$ cat src/rtl/syn_sram_acc_arb_if.sv
`default_nettype none
// +----------------------------------------------------------------------------+
// | Module  : syn_sram_acc_arb_if                                              |
// | Brief   : Client-side and SRAM-controller-side bundle of the access arbiter |
// | Rev     : 1.0  initial release                                             |
// +----------------------------------------------------------------------------+
interface syn_sram_acc_arb_if #(
    parameter int NUM_CH    = 4,
    parameter int DATA_W    = 16,
    parameter int ADDR_W    = 18,
    parameter int TAG_DEPTH = 8
);
    localparam int c_cnt_w = $clog2(TAG_DEPTH) + 1;

    logic [NUM_CH-1:0]        cl_rd_en_i;
    logic [NUM_CH-1:0]        cl_wr_en_i;
    logic [NUM_CH*ADDR_W-1:0] cl_addr_i;
    logic [NUM_CH*DATA_W-1:0] cl_wr_data_i;
    logic [NUM_CH-1:0]        cl_rdy_o;
    logic [NUM_CH-1:0]        cl_rd_valid_o;
    logic [DATA_W-1:0]        cl_rd_data_o;
    logic                     sram_rdy_i;
    logic                     sram_rd_valid_i;
    logic [DATA_W-1:0]        sram_rd_data_i;
    logic                     sram_rd_en_o;
    logic                     sram_wr_en_o;
    logic [ADDR_W-1:0]        sram_addr_o;
    logic [DATA_W-1:0]        sram_wr_data_o;
    logic [c_cnt_w-1:0]       tag_cnt_o;
    logic [1:0]               err_o;

    // Environment view: clients plus SRAM controller
    modport master (
        output cl_rd_en_i, cl_wr_en_i, cl_addr_i, cl_wr_data_i,
        output sram_rdy_i, sram_rd_valid_i, sram_rd_data_i,
        input  cl_rdy_o, cl_rd_valid_o, cl_rd_data_o,
        input  sram_rd_en_o, sram_wr_en_o, sram_addr_o, sram_wr_data_o,
        input  tag_cnt_o, err_o
    );

    // Arbiter view
    modport slave (
        input  cl_rd_en_i, cl_wr_en_i, cl_addr_i, cl_wr_data_i,
        input  sram_rdy_i, sram_rd_valid_i, sram_rd_data_i,
        output cl_rdy_o, cl_rd_valid_o, cl_rd_data_o,
        output sram_rd_en_o, sram_wr_en_o, sram_addr_o, sram_wr_data_o,
        output tag_cnt_o, err_o
    );
endinterface
`default_nettype wire

$ cat src/rtl/syn_sram_acc_arb.sv
`default_nettype none
// +----------------------------------------------------------------------------+
// | Module  : syn_sram_acc_arb                                                 |
// | Brief   : NUM_CH-client SRAM access arbiter with read-tag order FIFO       |
// | Rev     : 1.0  initial release                                             |
// +----------------------------------------------------------------------------+
module syn_sram_acc_arb #(
    parameter int NUM_CH    = 4,
    parameter int DATA_W    = 16,
    parameter int ADDR_W    = 18,
    parameter int TAG_DEPTH = 8,
    parameter int MODE      = 1
) (
    input  wire logic          clk_ir,
    input  wire logic          rst_il,
    syn_sram_acc_arb_if.slave  bus
);
    localparam int c_ptr_w = $clog2(NUM_CH);
    localparam int c_tag_aw = $clog2(TAG_DEPTH);
    localparam int c_cnt_w = $clog2(TAG_DEPTH) + 1;

    logic [NUM_CH-1:0]  w_req;
    logic               w_any;
    logic [c_ptr_w-1:0] w_win;
    logic               w_win_rd;
    logic               w_win_wr;
    logic               w_rd_go;
    logic [ADDR_W-1:0]  w_addr;
    logic [DATA_W-1:0]  w_wdata;
    logic               w_full;
    logic               w_pop;
    logic               w_accept;
    logic               w_push;
    logic [c_ptr_w-1:0] w_head;

    logic [c_ptr_w-1:0]  r_rr_ptr;
    logic [c_ptr_w-1:0]  r_tag_mem [TAG_DEPTH];
    logic [c_tag_aw-1:0] r_wr_ptr;
    logic [c_tag_aw-1:0] r_rd_ptr;
    logic [c_cnt_w-1:0]  r_cnt;
    logic [1:0]          r_err;

    assign w_req = bus.cl_rd_en_i | bus.cl_wr_en_i;
    assign w_any = |w_req;

    // Descending scan so the highest-priority requester is the last to assign
    generate
        if (MODE == 0) begin : g_fixed
            always_comb begin
                w_win = '0;
                for (int k = NUM_CH - 1; k >= 0; k--) begin
                    if (w_req[k]) w_win = c_ptr_w'(k);
                end
            end
        end else begin : g_rr
            always_comb begin
                w_win = r_rr_ptr;
                for (int k = NUM_CH - 1; k >= 0; k--) begin
                    if (w_req[(int'(r_rr_ptr) + k) % NUM_CH])
                        w_win = c_ptr_w'((int'(r_rr_ptr) + k) % NUM_CH);
                end
            end
        end
    endgenerate

    always_comb begin
        w_addr   = '0;
        w_wdata  = '0;
        w_win_rd = 1'b0;
        w_win_wr = 1'b0;
        for (int i = 0; i < NUM_CH; i++) begin
            if (w_win == c_ptr_w'(i)) begin
                w_addr   = bus.cl_addr_i[i*ADDR_W +: ADDR_W];
                w_wdata  = bus.cl_wr_data_i[i*DATA_W +: DATA_W];
                w_win_rd = bus.cl_rd_en_i[i];
                w_win_wr = bus.cl_wr_en_i[i];
            end
        end
    end

    // A simultaneous pop frees a slot, so a read may be accepted while full
    assign w_rd_go  = w_win_rd & ~w_win_wr;
    assign w_full   = (r_cnt == c_cnt_w'(TAG_DEPTH));
    assign w_pop    = ~rst_il & bus.sram_rd_valid_i & (r_cnt != '0);
    assign w_accept = ~rst_il & bus.sram_rdy_i & w_any & ~(w_rd_go & w_full & ~w_pop);
    assign w_push   = w_accept & w_rd_go;
    assign w_head   = r_tag_mem[r_rd_ptr];

    assign bus.cl_rdy_o       = w_accept ? (NUM_CH'(1) << w_win) : '0;
    assign bus.cl_rd_valid_o  = w_pop ? (NUM_CH'(1) << w_head) : '0;
    assign bus.cl_rd_data_o   = bus.sram_rd_data_i;
    assign bus.sram_rd_en_o   = w_push;
    assign bus.sram_wr_en_o   = w_accept & w_win_wr;
    assign bus.sram_addr_o    = w_addr;
    assign bus.sram_wr_data_o = w_wdata;
    assign bus.tag_cnt_o      = r_cnt;
    assign bus.err_o          = r_err;

    always_ff @(posedge clk_ir) begin
        if (rst_il) begin
            r_rr_ptr <= '0;
            r_wr_ptr <= '0;
            r_rd_ptr <= '0;
            r_cnt    <= '0;
            r_err    <= '0;
        end else begin
            if (w_accept)
                r_rr_ptr <= (w_win == c_ptr_w'(NUM_CH - 1)) ? '0 : w_win + 1'b1;
            if (w_push) r_wr_ptr <= r_wr_ptr + 1'b1;
            if (w_pop)  r_rd_ptr <= r_rd_ptr + 1'b1;
            case ({w_push, w_pop})
                2'b10:   r_cnt <= r_cnt + 1'b1;
                2'b01:   r_cnt <= r_cnt - 1'b1;
                default: r_cnt <= r_cnt;
            endcase
            if (bus.sram_rd_valid_i && (r_cnt == '0)) r_err[0] <= 1'b1;
            if (w_accept && w_win_rd && w_win_wr)     r_err[1] <= 1'b1;
        end
    end

    always_ff @(posedge clk_ir) begin
        if (w_push) r_tag_mem[r_wr_ptr] <= w_win;
    end
endmodule
`default_nettype wire

$ cat src/flat_wrapper.sv
// flat-port wrapper written by rule: the top's interface ports become plain ports
module syn_sram_acc_arb_flat 
#(
    parameter int NUM_CH    = 4,
    parameter int DATA_W    = 16,
    parameter int ADDR_W    = 18,
    parameter int TAG_DEPTH = 8,
    parameter int MODE      = 1
)
  (clk_ir, rst_il, bus_cl_rd_en_i, bus_cl_wr_en_i, bus_cl_addr_i, bus_cl_wr_data_i, bus_sram_rdy_i, bus_sram_rd_valid_i, bus_sram_rd_data_i, bus_cl_rdy_o, bus_cl_rd_valid_o, bus_cl_rd_data_o, bus_sram_rd_en_o, bus_sram_wr_en_o, bus_sram_addr_o, bus_sram_wr_data_o, bus_tag_cnt_o, bus_err_o);
  syn_sram_acc_arb_if #(.NUM_CH(NUM_CH), .DATA_W(DATA_W), .ADDR_W(ADDR_W), .TAG_DEPTH(TAG_DEPTH)) bus_i ();
  input  wire logic clk_ir;
  input  wire logic rst_il;
  input wire logic [$bits(bus_i.cl_rd_en_i)-1:0] bus_cl_rd_en_i;
  input wire logic [$bits(bus_i.cl_wr_en_i)-1:0] bus_cl_wr_en_i;
  input wire logic [$bits(bus_i.cl_addr_i)-1:0] bus_cl_addr_i;
  input wire logic [$bits(bus_i.cl_wr_data_i)-1:0] bus_cl_wr_data_i;
  input wire logic [$bits(bus_i.sram_rdy_i)-1:0] bus_sram_rdy_i;
  input wire logic [$bits(bus_i.sram_rd_valid_i)-1:0] bus_sram_rd_valid_i;
  input wire logic [$bits(bus_i.sram_rd_data_i)-1:0] bus_sram_rd_data_i;
  output wire logic [$bits(bus_i.cl_rdy_o)-1:0] bus_cl_rdy_o;
  output wire logic [$bits(bus_i.cl_rd_valid_o)-1:0] bus_cl_rd_valid_o;
  output wire logic [$bits(bus_i.cl_rd_data_o)-1:0] bus_cl_rd_data_o;
  output wire logic [$bits(bus_i.sram_rd_en_o)-1:0] bus_sram_rd_en_o;
  output wire logic [$bits(bus_i.sram_wr_en_o)-1:0] bus_sram_wr_en_o;
  output wire logic [$bits(bus_i.sram_addr_o)-1:0] bus_sram_addr_o;
  output wire logic [$bits(bus_i.sram_wr_data_o)-1:0] bus_sram_wr_data_o;
  output wire logic [$bits(bus_i.tag_cnt_o)-1:0] bus_tag_cnt_o;
  output wire logic [$bits(bus_i.err_o)-1:0] bus_err_o;
  assign bus_i.cl_rd_en_i = bus_cl_rd_en_i;
  assign bus_i.cl_wr_en_i = bus_cl_wr_en_i;
  assign bus_i.cl_addr_i = bus_cl_addr_i;
  assign bus_i.cl_wr_data_i = bus_cl_wr_data_i;
  assign bus_i.sram_rdy_i = bus_sram_rdy_i;
  assign bus_i.sram_rd_valid_i = bus_sram_rd_valid_i;
  assign bus_i.sram_rd_data_i = bus_sram_rd_data_i;
  assign bus_cl_rdy_o = bus_i.cl_rdy_o;
  assign bus_cl_rd_valid_o = bus_i.cl_rd_valid_o;
  assign bus_cl_rd_data_o = bus_i.cl_rd_data_o;
  assign bus_sram_rd_en_o = bus_i.sram_rd_en_o;
  assign bus_sram_wr_en_o = bus_i.sram_wr_en_o;
  assign bus_sram_addr_o = bus_i.sram_addr_o;
  assign bus_sram_wr_data_o = bus_i.sram_wr_data_o;
  assign bus_tag_cnt_o = bus_i.tag_cnt_o;
  assign bus_err_o = bus_i.err_o;
  syn_sram_acc_arb #(.NUM_CH(NUM_CH), .DATA_W(DATA_W), .ADDR_W(ADDR_W), .TAG_DEPTH(TAG_DEPTH), .MODE(MODE)) u_core (.clk_ir(clk_ir), .rst_il(rst_il), .bus(bus_i));
endmodule
$ cat config.mk
export PLATFORM = sky130hd
export DESIGN_NAME = syn_sram_acc_arb_flat
export DESIGN_NICKNAME = d
export VERILOG_FILES = /design/src/rtl/syn_sram_acc_arb_if.sv /design/src/rtl/syn_sram_acc_arb.sv /design/src/flat_wrapper.sv
export SDC_FILE = /design/constraint.sdc
export NUM_CORES = 1
export LEC_CHECK = 0
export CAP_MARGIN = 20
export CORE_ASPECT_RATIO = 1.75
export CORE_MARGIN = 2
export CORE_UTILIZATION = 34
export DETAILED_ROUTE_END_ITERATION = 7
export GPL_TIMING_DRIVEN = 0
export PLACE_DENSITY = 0.79
export SLEW_MARGIN = 20
export SYNTH_ARGS = -nofsm -noshare
export SYNTH_HDL_FRONTEND = slang
export SYNTH_SLANG_ARGS = --single-unit
$ cat constraint.sdc
create_clock -name clk_ir -period 5.7 [get_ports clk_ir]
set_clock_uncertainty 0.15 [all_clocks]
set_input_delay 0.57 -clock clk_ir [delete_from_list [all_inputs] [get_ports clk_ir]]
set_output_delay 0.57 -clock clk_ir [all_outputs]
set_load 0.1 [all_outputs]
After elaboration in Yosys (flattened, before gate mapping) --
Memory sizes are Yosys's and may differ from the RTL's. A register that Yosys moved wholly into a read port is not among the register bits. Index checks and enable logic that the tools add are counted.
Storage, ports and cells: bits in registers 14, memory bits (writable) 16, input port bits 164, output and inout bits 66, logic and storage cells 95, memories kept 1
Cells by class: add/subtract/negate cells 8, order comparisons 4, equal/unequal tests 6, shift-type cells 2, multiplexer cells 39, bitwise gates (word level) 18, reduce and logical (&&, ||, !) cells 11
Memories:
- u_core.r_tag_mem | depth 8, bits a word 2, rd ports 1, clocked after memory_dff 1, wr ports 1, RTL line syn_sram_acc_arb.sv:37 | logic [c_ptr_w-1:0] r_tag_mem [TAG_DEPTH];
Operator list (number):
- $mux 18 | 4
- $mux 16 | 4
- $mux 1 | 17
- $lt 3x4->1 const B | 3
- $and 1x1->1 | 10
- $mux 2 | 5
- $bmux 1 s2 | 4
- $mux 4 | 2
- $pmux 4 s2 | 1
- $shl 1x2->4 const A | 2
- $add 3x1->3 const B | 2
- $eq 2x2->1 const B | 3
- $mux 3 | 2
- $reduce_or 2->1 | 3
- $add 2x1->2 const B | 2
- $add 2x2->2 const B | 2
- $add 4x1->4 const B | 1
- $eq 2x1->1 const B | 2
- $eq 4x4->1 const B | 1
- $logic_not 4->1 | 1
- $not 1->1 | 4
- $or 4x4->4 | 1
- $reduce_bool 4->1 | 1
- $reduce_or 4->1 | 1
- other kinds (6) | 10

Depth between registers and ports, before layout --
Gate-level depths: netlist of the first run.
depth in word-level cells 24, mapped depth 18, gate-level depth less buffers 16

Worst setup path before layout of the first run --
No wires, ideal clock.
kind input port to output port, from input port bus_cl_wr_en_i[2], to output port bus_sram_addr_o[10], data arrival time 5.022 ns, required time 4.980 ns, slack -0.042 ns, stages on the path 12, buffers on the path 3, cells stage by stage nor2_1 > nand2_1 > o2bb2ai_1 > a221oi_1 > ha_1 > buf_6 > clkbuf_1 > clkbuf_1 > nand2_1 > a21oi_1 > a21oi_1 > o21ai_0
Between the ends: longest elaborated chain between the ends 13, elaborated cells between the ends (all ways) 24, those cells by class eq/ne (3); mux (19); bitwise (1); reduce/logical (1)
Ends and longest elaborated chain:
- from (decl) | RTL line flat_wrapper.sv:15 | input wire logic [$bits(bus_i.cl_wr_en_i)-1:0] bus_cl_wr_en_i;
- $or 4x4->4 * | RTL line syn_sram_acc_arb.sv:43 | assign w_req = bus.cl_rd_en_i | bus.cl_wr_en_i;
- $bmux 1 s2 | RTL line syn_sram_acc_arb.sv:59 | if (w_req[(int'(r_rr_ptr) + k) % NUM_CH])
- $mux 1 (implied by the code) (2 in a row) | RTL line syn_sram_acc_arb.sv:59
- $mux 2 (3 in a row) | RTL line syn_sram_acc_arb.sv:59
- $mux 2 * | RTL line syn_sram_acc_arb.sv:59
- via u_core.w_win[0] | RTL line syn_sram_acc_arb.sv:24 | logic [c_ptr_w-1:0] w_win;
- $logic_not 2->1 | RTL line syn_sram_acc_arb.sv:72 | if (w_win == c_ptr_w'(i)) begin
- $mux 18 (3 in a row) | RTL line syn_sram_acc_arb.sv:72
- $mux 18 * | RTL line syn_sram_acc_arb.sv:72
- to (decl) | RTL line flat_wrapper.sv:26 | output wire logic [$bits(bus_i.sram_addr_o)-1:0] bus_sram_addr_o;
Mark *: on every way through the listed nets, which the timed path passes. The rest lies on a longest branch. The select of a mux whose other input is x is not followed.

Worst setup path after layout of the first run --
from input port bus_cl_wr_en_i[2], to output port bus_sram_wr_data_o[3]
Between the ends: longest elaborated chain between the ends 13, elaborated cells between the ends (all ways) 24, those cells by class eq/ne (3); mux (19); bitwise (1); reduce/logical (1)
Ends and longest elaborated chain:
- $or 4x4->4 * | RTL line syn_sram_acc_arb.sv:43
- $bmux 1 s2 | RTL line syn_sram_acc_arb.sv:59
- $mux 1 (implied by the code) (2 in a row) | RTL line syn_sram_acc_arb.sv:59
- $mux 2 (3 in a row) | RTL line syn_sram_acc_arb.sv:59
- $mux 2 * | RTL line syn_sram_acc_arb.sv:59
- via u_core.w_win[0] | RTL line syn_sram_acc_arb.sv:24
- $logic_not 2->1 | RTL line syn_sram_acc_arb.sv:72
- $mux 16 (3 in a row) | RTL line syn_sram_acc_arb.sv:72
- $mux 16 * | RTL line syn_sram_acc_arb.sv:72
- to (decl) | RTL line flat_wrapper.sv:27 | output wire logic [$bits(bus_i.sram_wr_data_o)-1:0] bus_sram_wr_data_o;
Marked as above.

==> results.json, run 1 <==
{
  "ir_drop_mv": 0.2175,
  "min-delay-path-class": "reg2reg",
  "port_buffer_cells": 213,
  "start_util": 0.3480,
  "clock_tree.root_cell": "clkbuf_16",
  "stdcell_area_um2": 5391,
  "drtPass1Iterations": 5,
  "floorplan.die_area_um2": 9614,
  "first_global_vias": 3877,
  "antenna_found_initial": 0,
  "finish.net_count": 803,
  "worst-slew-pin-transition_ns": 1.026,
  "drt-wirelength-per-cell_um": 17.54,
  "antenna_violating_nets_post_route": 0,
  "synth_top_flop_cell": "dfxtp_1",
  "slew_headroom": 0.3185,
  "timing.final.ws_setup_ns": 0.3003,
  "setup-tns-final_ns": 0,
  "worst_setup_path_startpoint": "bus_cl_wr_en_i[2]",
  "run_status": "finished clean",
  "synth_seq_cells": 33,
  "postCtsSetupBuffers": 0,
  "rows": 45,
  "post-route-drc-count": 0,
  "routed_wl_um": 13120,
  "post_dp_cell_area_um2": 5281,
  "cts_made_buffers": 5,
  "clock_latency_ns": 0.28,
  "place_worst_setup_slack_ns": -0.5610,
  "ctsHtreeMaxLevel": 2,
  "cts_stage_hold_buffer_count": 0,
  "gr-total-overflow": 0,
  "num-fill-cells": 798,
  "finalCritPeriodShare": 0.9473,
  "mappedNetlistArea_um2": 2998,
  "postSynthCellCount": 409,
  "p_per_area_nw_per_um2": 302.7,
  "synthToLayoutAreaGrowth_pct": 79.84,
  "power_leakage_uw": 0.002041,
  "timing.final.hold_violations": 0,
  "timing.critical_path.arrival_ns": 4.68,
  "yosys_warnings": 0,
  "cts_tree": "done",
  "vias_per_cell": 5.249,
  "chipHeight_um": 128.2,
  "max_slew_violation_count": 0,
  "period_minus_slack_ns": 5.400,
  "synth_seq_area_share": 0.2738,
  "detail_route.iter0.violations": 292,
  "antennaDiodeCount": 0,
  "finalSetupViolations": 0,
  "crit_path_start_kind": "primary input",
  "critical_path.reg2reg.startpoint": "u_core.r_rr_ptr[1]",
  "place_inst": 740,
  "max-clock-path-buffers": 2,
  "multi_input_area_um2": 1901,
  "clkSlewWorstSetupHoldPaths_ns": 0.06,
  "synth-edff-count": 16,
  "vias": 3926,
  "dp_hpwl_um": 11040,
  "gp_congestion": 1.021,
  "worstPathRequired_ns": 4.98,
  "footprint_of_the_flip_flops_and_latches_um2": 820.8,
  "clock-sinks": 33,
  "yosys.cell_types.count": 47,
  "async_reset_ff_frac": 0,
  "coreArea_um2": 8615,
  "top_level_ports": 230,
  "critical_path_peak_fanout": 10,
  "synth.net_count": 582,
  "min_delay_src": "u_core.bus.err_o[1]",
  "postCtsResizedCells": 67,
  "syn_area_per_cell_um2": 7.330,
  "grt_first_pass_wirelength_um": 19510,
  "final-instance-count-excl-fill": 748,
  "grt_use_total": 0.2670,
  "drive_gt1_frac": 0.1062,
  "dieWidth_um": 74.98,
  "maxClockFrequency_ghz": 0.1852,
  "grt_max_degree": 12,
  "critPathCaptureType": "primary output",
  "cap_violations": 0,
  "timing_worst_setup_path_type": "in2out"
}
[stage by stage]
step / util / power (uW) / hold slack, ns
floorplan: - / 1073 / 0.3036
global placement: 0.6125 / 1394 / 0.3037
detailed placement: 0.6131 / 1405 / 0.3153
CTS: 0.6288 / 1634 / 0.3312
global route: 0.6259 / 1692 / 0.3671
finish: 0.6259 / 1632 / 0.3259
[state kept, by name, summed over array words and instances, names as in the netlist, named ones only]
| name | flops |
|---|---|
| u_core.r_tag_mem | 16 |
| u_core.bus.tag_cnt_o | 4 |
| u_core.r_rd_ptr | 3 |
| u_core.r_wr_ptr | 3 |
| u_core.bus.err_o | 2 |
| u_core.r_rr_ptr | 2 |
[path summary, 6_finish.rpt]
check	slack [ns]	cells after the start	end
max reg2reg	1.36	16	u_core.bus.tag_cnt_o[2]
min reg2reg	0.33	2	u_core.bus.err_o[1]
max	0.30	14	bus_sram_wr_data_o[3]
min	0.33	2	u_core.bus.err_o[1]
[power breakdown]
part / switching (uW) / total (uW) / leakage [uW] / internal (uW)
clock network: 95.1 / 269 / 0.0000744 / 174
logic: 807 / 1100 / 0.00168 / 289
registers: 8.58 / 267 / 0.000284 / 259
total: 910 / 1630 / 0.00204 / 721
[cell usage in the layout (no fill, tap or decap), drive strengths merged, types with 2 or more instances in the layout]
master,instances
clkdlybuf4s50,173
nand2,74
a21oi,73
o21ai,41
nand3b,34
clkbuf,33
buf,33
nor2,27
dfxtp,17
edfxtp,16
dlygate4sd2,15
clkdlybuf4s15,13
inv,10
ha,9
mux2i,6
nand2b,5
mux4,4
xor2,4
and2,4
nor3,4
a22oi,3
or3,3
a221oi,3
a211oi,3
nor4,2
nor4bb,2
o21a,2
nor3b,2
a31oi,2
[routing by layer]
metal | GRT usage | wire (um) | vias to the layer above
met2 | 0.4737 | 6903 | 232
met3 | 0.05582 | 1196 | 16
met1 | 0.3224 | 4824 | 1806
li1 | - | - | 1872
met5 | 0 | 0 | -
met4 | 0.05672 | 192 | 0
[area by class of cell]
type,count,area share
Inverter,9,0.006266
Sequential cell,33,0.1522
Buffer,48,0.04734
Clock inverter,1,0.001160
Multi-Input combinational cell,319,0.3525
Tap cell,117,0.02715
Timing Repair Buffer,214,0.3869
Clock buffer,7,0.02646
[kinds of logic after synthesis]
kind of cell | synth area share
AND/OR/NAND/NOR | 0.2763
XOR/XNOR | 0.01168
buffers and inverters | 0.09641
adder cells (fa/ha/maj) | 0.03756
multiplexers | 0.05009
flip-flops | 0.2738
AO/OA/AOI/OAI | 0.2542
[cells in the mapped netlist, drive strengths merged (4+ instances only)]
library cell,n,area (um2)
a21oi,73,365.4
nand2b,5,31.28
xor2,4,35.03
edfxtp,16,480.5
dfxtp,17,340.3
buf,31,191.4
nand3b,34,267.8
mux4,4,90.09
and2,4,25.02
ha,9,112.6
nor3,4,25.02
o21ai,41,205.2
inv,9,33.78
nand2,74,277.8
clkbuf,17,63.81
mux2i,6,60.06
nor2,27,101.4
[critical path, stage by stage]
cell             delay (ns)
clkdlybuf4s50_1        0.47
nor2_1                 0.36
nand2_1                0.11
o2bb2ai_1              0.14
a221oi_2               0.51
ha_1                   0.26
buf_6                  0.14
clkbuf_1               0.32
clkbuf_1               0.36
nand2_1                0.11
a21oi_1                0.17
a21oi_1                0.10
o21ai_1                0.18
dlygate4sd2_1          0.88
Note: power is estimated with default switching activity, not from simulation.
==> run 2: changes to the inputs <==
--- a/config.mk
+++ b/config.mk
@@ -12,6 +12,7 @@
 export DETAILED_ROUTE_END_ITERATION = 7
 export GPL_TIMING_DRIVEN = 0
 export PLACE_DENSITY = 0.79
+export SETUP_SLACK_MARGIN = 0.05
 export SLEW_MARGIN = 20
 export SYNTH_ARGS = -nofsm -noshare
 export SYNTH_HDL_FRONTEND = slang
==> run 2 against run 1 <==
Flip-flop and latch count unchanged. Die area unchanged. Count of clock-buffer cells in the layout unchanged. First-iteration DRC count decreased by 3.4%. Sequential power about the same. Worst hold slack about the same. Non-clock buffer count unchanged. Clock power about the same. Combinational power about the same. Critical path type unchanged. Critical endpoint is now bus_sram_addr_o[16].
==> results.json, run 2 (synthesis results as in run 1) <==
{
  "routed_wl_um": 13230,
  "ctsHtreeMaxLevel": 2,
  "timing.critical_path.arrival_ns": 4.61,
  "dp_hpwl_um": 11040,
  "clkSlewWorstSetupHoldPaths_ns": 0.05,
  "met2_usage": 0.4711,
  "antenna_violating_nets_post_route": 0,
  "grt_use_total": 0.2662,
  "grt_busiest_layer": "met2",
  "finalCritPeriodShare": 0.9351,
  "crit_path_start_kind": "primary input",
  "worst-slew-pin-transition_ns": 1.061,
  "post-route-drc-count": 0,
  "top_level_ports": 230,
  "stdcell_area_um2": 5403,
  "clock-sinks": 33,
  "p_per_area_nw_per_um2": 304.1,
  "clock_tree.root_cell": "clkbuf_16",
  "rows": 45,
  "grt_max_degree": 12,
  "ir_drop_mv": 0.2114,
  "finish.net_count": 803,
  "chipHeight_um": 128.2,
  "slew_headroom": 0.2916,
  "coreArea_um2": 8615,
  "grt_first_pass_wirelength_um": 19440,
  "maxClockFrequency_ghz": 0.1876,
  "fin_total_pwr_uw": 1643,
  "grtUsageMet3": 0.05503,
  "synthToLayoutAreaGrowth_pct": 80.22,
  "period_minus_slack_ns": 5.330,
  "regMostFlops": "u_core.r_tag_mem",
  "vias_per_cell": 5.238,
  "drive_gt1_frac": 0.1046,
  "cts_tree": "done",
  "critPathCaptureType": "primary output",
  "vias": 3918,
  "drt-wirelength-per-cell_um": 17.69,
  "drtPass1Iterations": 6,
  "final.hold.worst_slack_ns": 0.3259,
  "detail_route.iter0.violations": 282,
  "port_buffer_cells": 213,
  "min-delay-path-class": "reg2reg",
  "post_dp_cell_area_um2": 5281,
  "gp_congestion": 1.021,
  "critical_path_peak_fanout": 10,
  "timing.final.hold_violations": 0,
  "antennaDiodeCount": 0,
  "setup-tns-final_ns": 0,
  "gr-total-overflow": 0,
  "dieWidth_um": 74.98,
  "cts_made_buffers": 5,
  "max_slew_violation_count": 0,
  "start_util": 0.3480,
  "grtUsageMet1": 0.3229,
  "run_status": "finished clean",
  "cts_stage_hold_buffer_count": 0,
  "worstPathRequired_ns": 4.98,
  "finalSetupViolations": 0,
  "commonest_cells_after_routing_fill_and_taps_aside": "clkdlybuf4s50_1 (173), nand2_1 (74), a21oi_1 (73), nand3b_1 (33), o21ai_1 (30)",
  "power_leakage_uw": 0.002213,
  "clock_latency_ns": 0.28,
  "cap_violations": 0,
  "layout.cells.most_common": "clkdlybuf4s50_1",
  "max-clock-path-buffers": 2,
  "antenna_found_initial": 0,
  "timing_worst_setup_path_type": "in2out",
  "largest_register_ff_count": 16,
  "floorplan.die_area_um2": 9614,
  "first_global_vias": 3866,
  "unrepaired_setup_endpoints_after_global_routing": "yes"
}
==> run 2: cell types whose count changed in the layout (fill, tap and decap cells not counted), sizes merged <==
cell,delta
dlymetal6s2s,+17
clkdlybuf4s15,-9
dlygate4sd2,-15
clkbuf,+9
clkdlybuf4s18,-1
buf,-1
==> run 2: worst max-delay path: stages <==
cell	delay, ns
clkdlybuf4s50_1	0.47
nor2_1	0.37
nand2_1	0.11
o2bb2ai_1	0.14
a221oi_2	0.51
ha_1	0.27
buf_6	0.14
clkbuf_1	0.32
clkbuf_1	0.37
nand2_1	0.09
a21oi_1	0.14
a21oi_1	0.05
o21ai_1	0.25
dlymetal6s2s_1	0.80
==> run 2: per-stage QoR <==
stage,util,setup slack [ns],std cells
floorplan,-,0.2028,409
global placement,0.6125,-0.6684,739
detailed placement,0.6131,-0.5610,740
CTS,0.6292,0.05471,748
global route,0.6272,0.009142,748
finish,0.6272,0.3702,748
==> run 2: area by class of cell <==
class	count	area, um2
plain buffers	48	255.2
clock buffers	7	142.6
clock inverters	1	6.256
fillers	784	3212
inverters	9	33.78
multi-input cells	319	1901
flip-flops and latches	33	820.8
well taps	117	146.4
repair buffers	214	2097
==> run 2: worst paths after layout <==
check | end | slack [ns] | depth (start not counted) | startpoint
max | bus_sram_addr_o[16] | 0.37 | 14 | bus_cl_wr_en_i[2]
max reg2reg | u_core.bus.tag_cnt_o[2] | 1.36 | 16 | u_core.r_rr_ptr[1]
min reg2reg | u_core.bus.err_o[1] | 0.33 | 2 | u_core.bus.err_o[1]
min | u_core.bus.err_o[1] | 0.33 | 2 | u_core.bus.err_o[1]
==> run 2: where the power goes <==
group | leakage, uW | switching (uW) | internal [uW]
logic | 0.00185 | 808 | 297
registers | 0.000284 | 8.58 | 259
clock network | 0.0000744 | 96.2 | 174
total | 0.00221 | 913 | 730
==> run 2: routing by layer <==
metal  share of wire  vias to the layer above
met5               0                        -
met4           0.014                        0
met3           0.092                       14
met2            0.53                      217
met1            0.37                     1812
li1                -                     1875
==> run 2: timing repair <==
| action | in CTS | in global routing |
|---|---|---|
| endpoints found under the hold margin | 0 | 0 |
| resized for setup | 30 | 55 |
| endpoints found under the setup margin | 40 | 40 |
| buffers inserted | 0 | 0 |
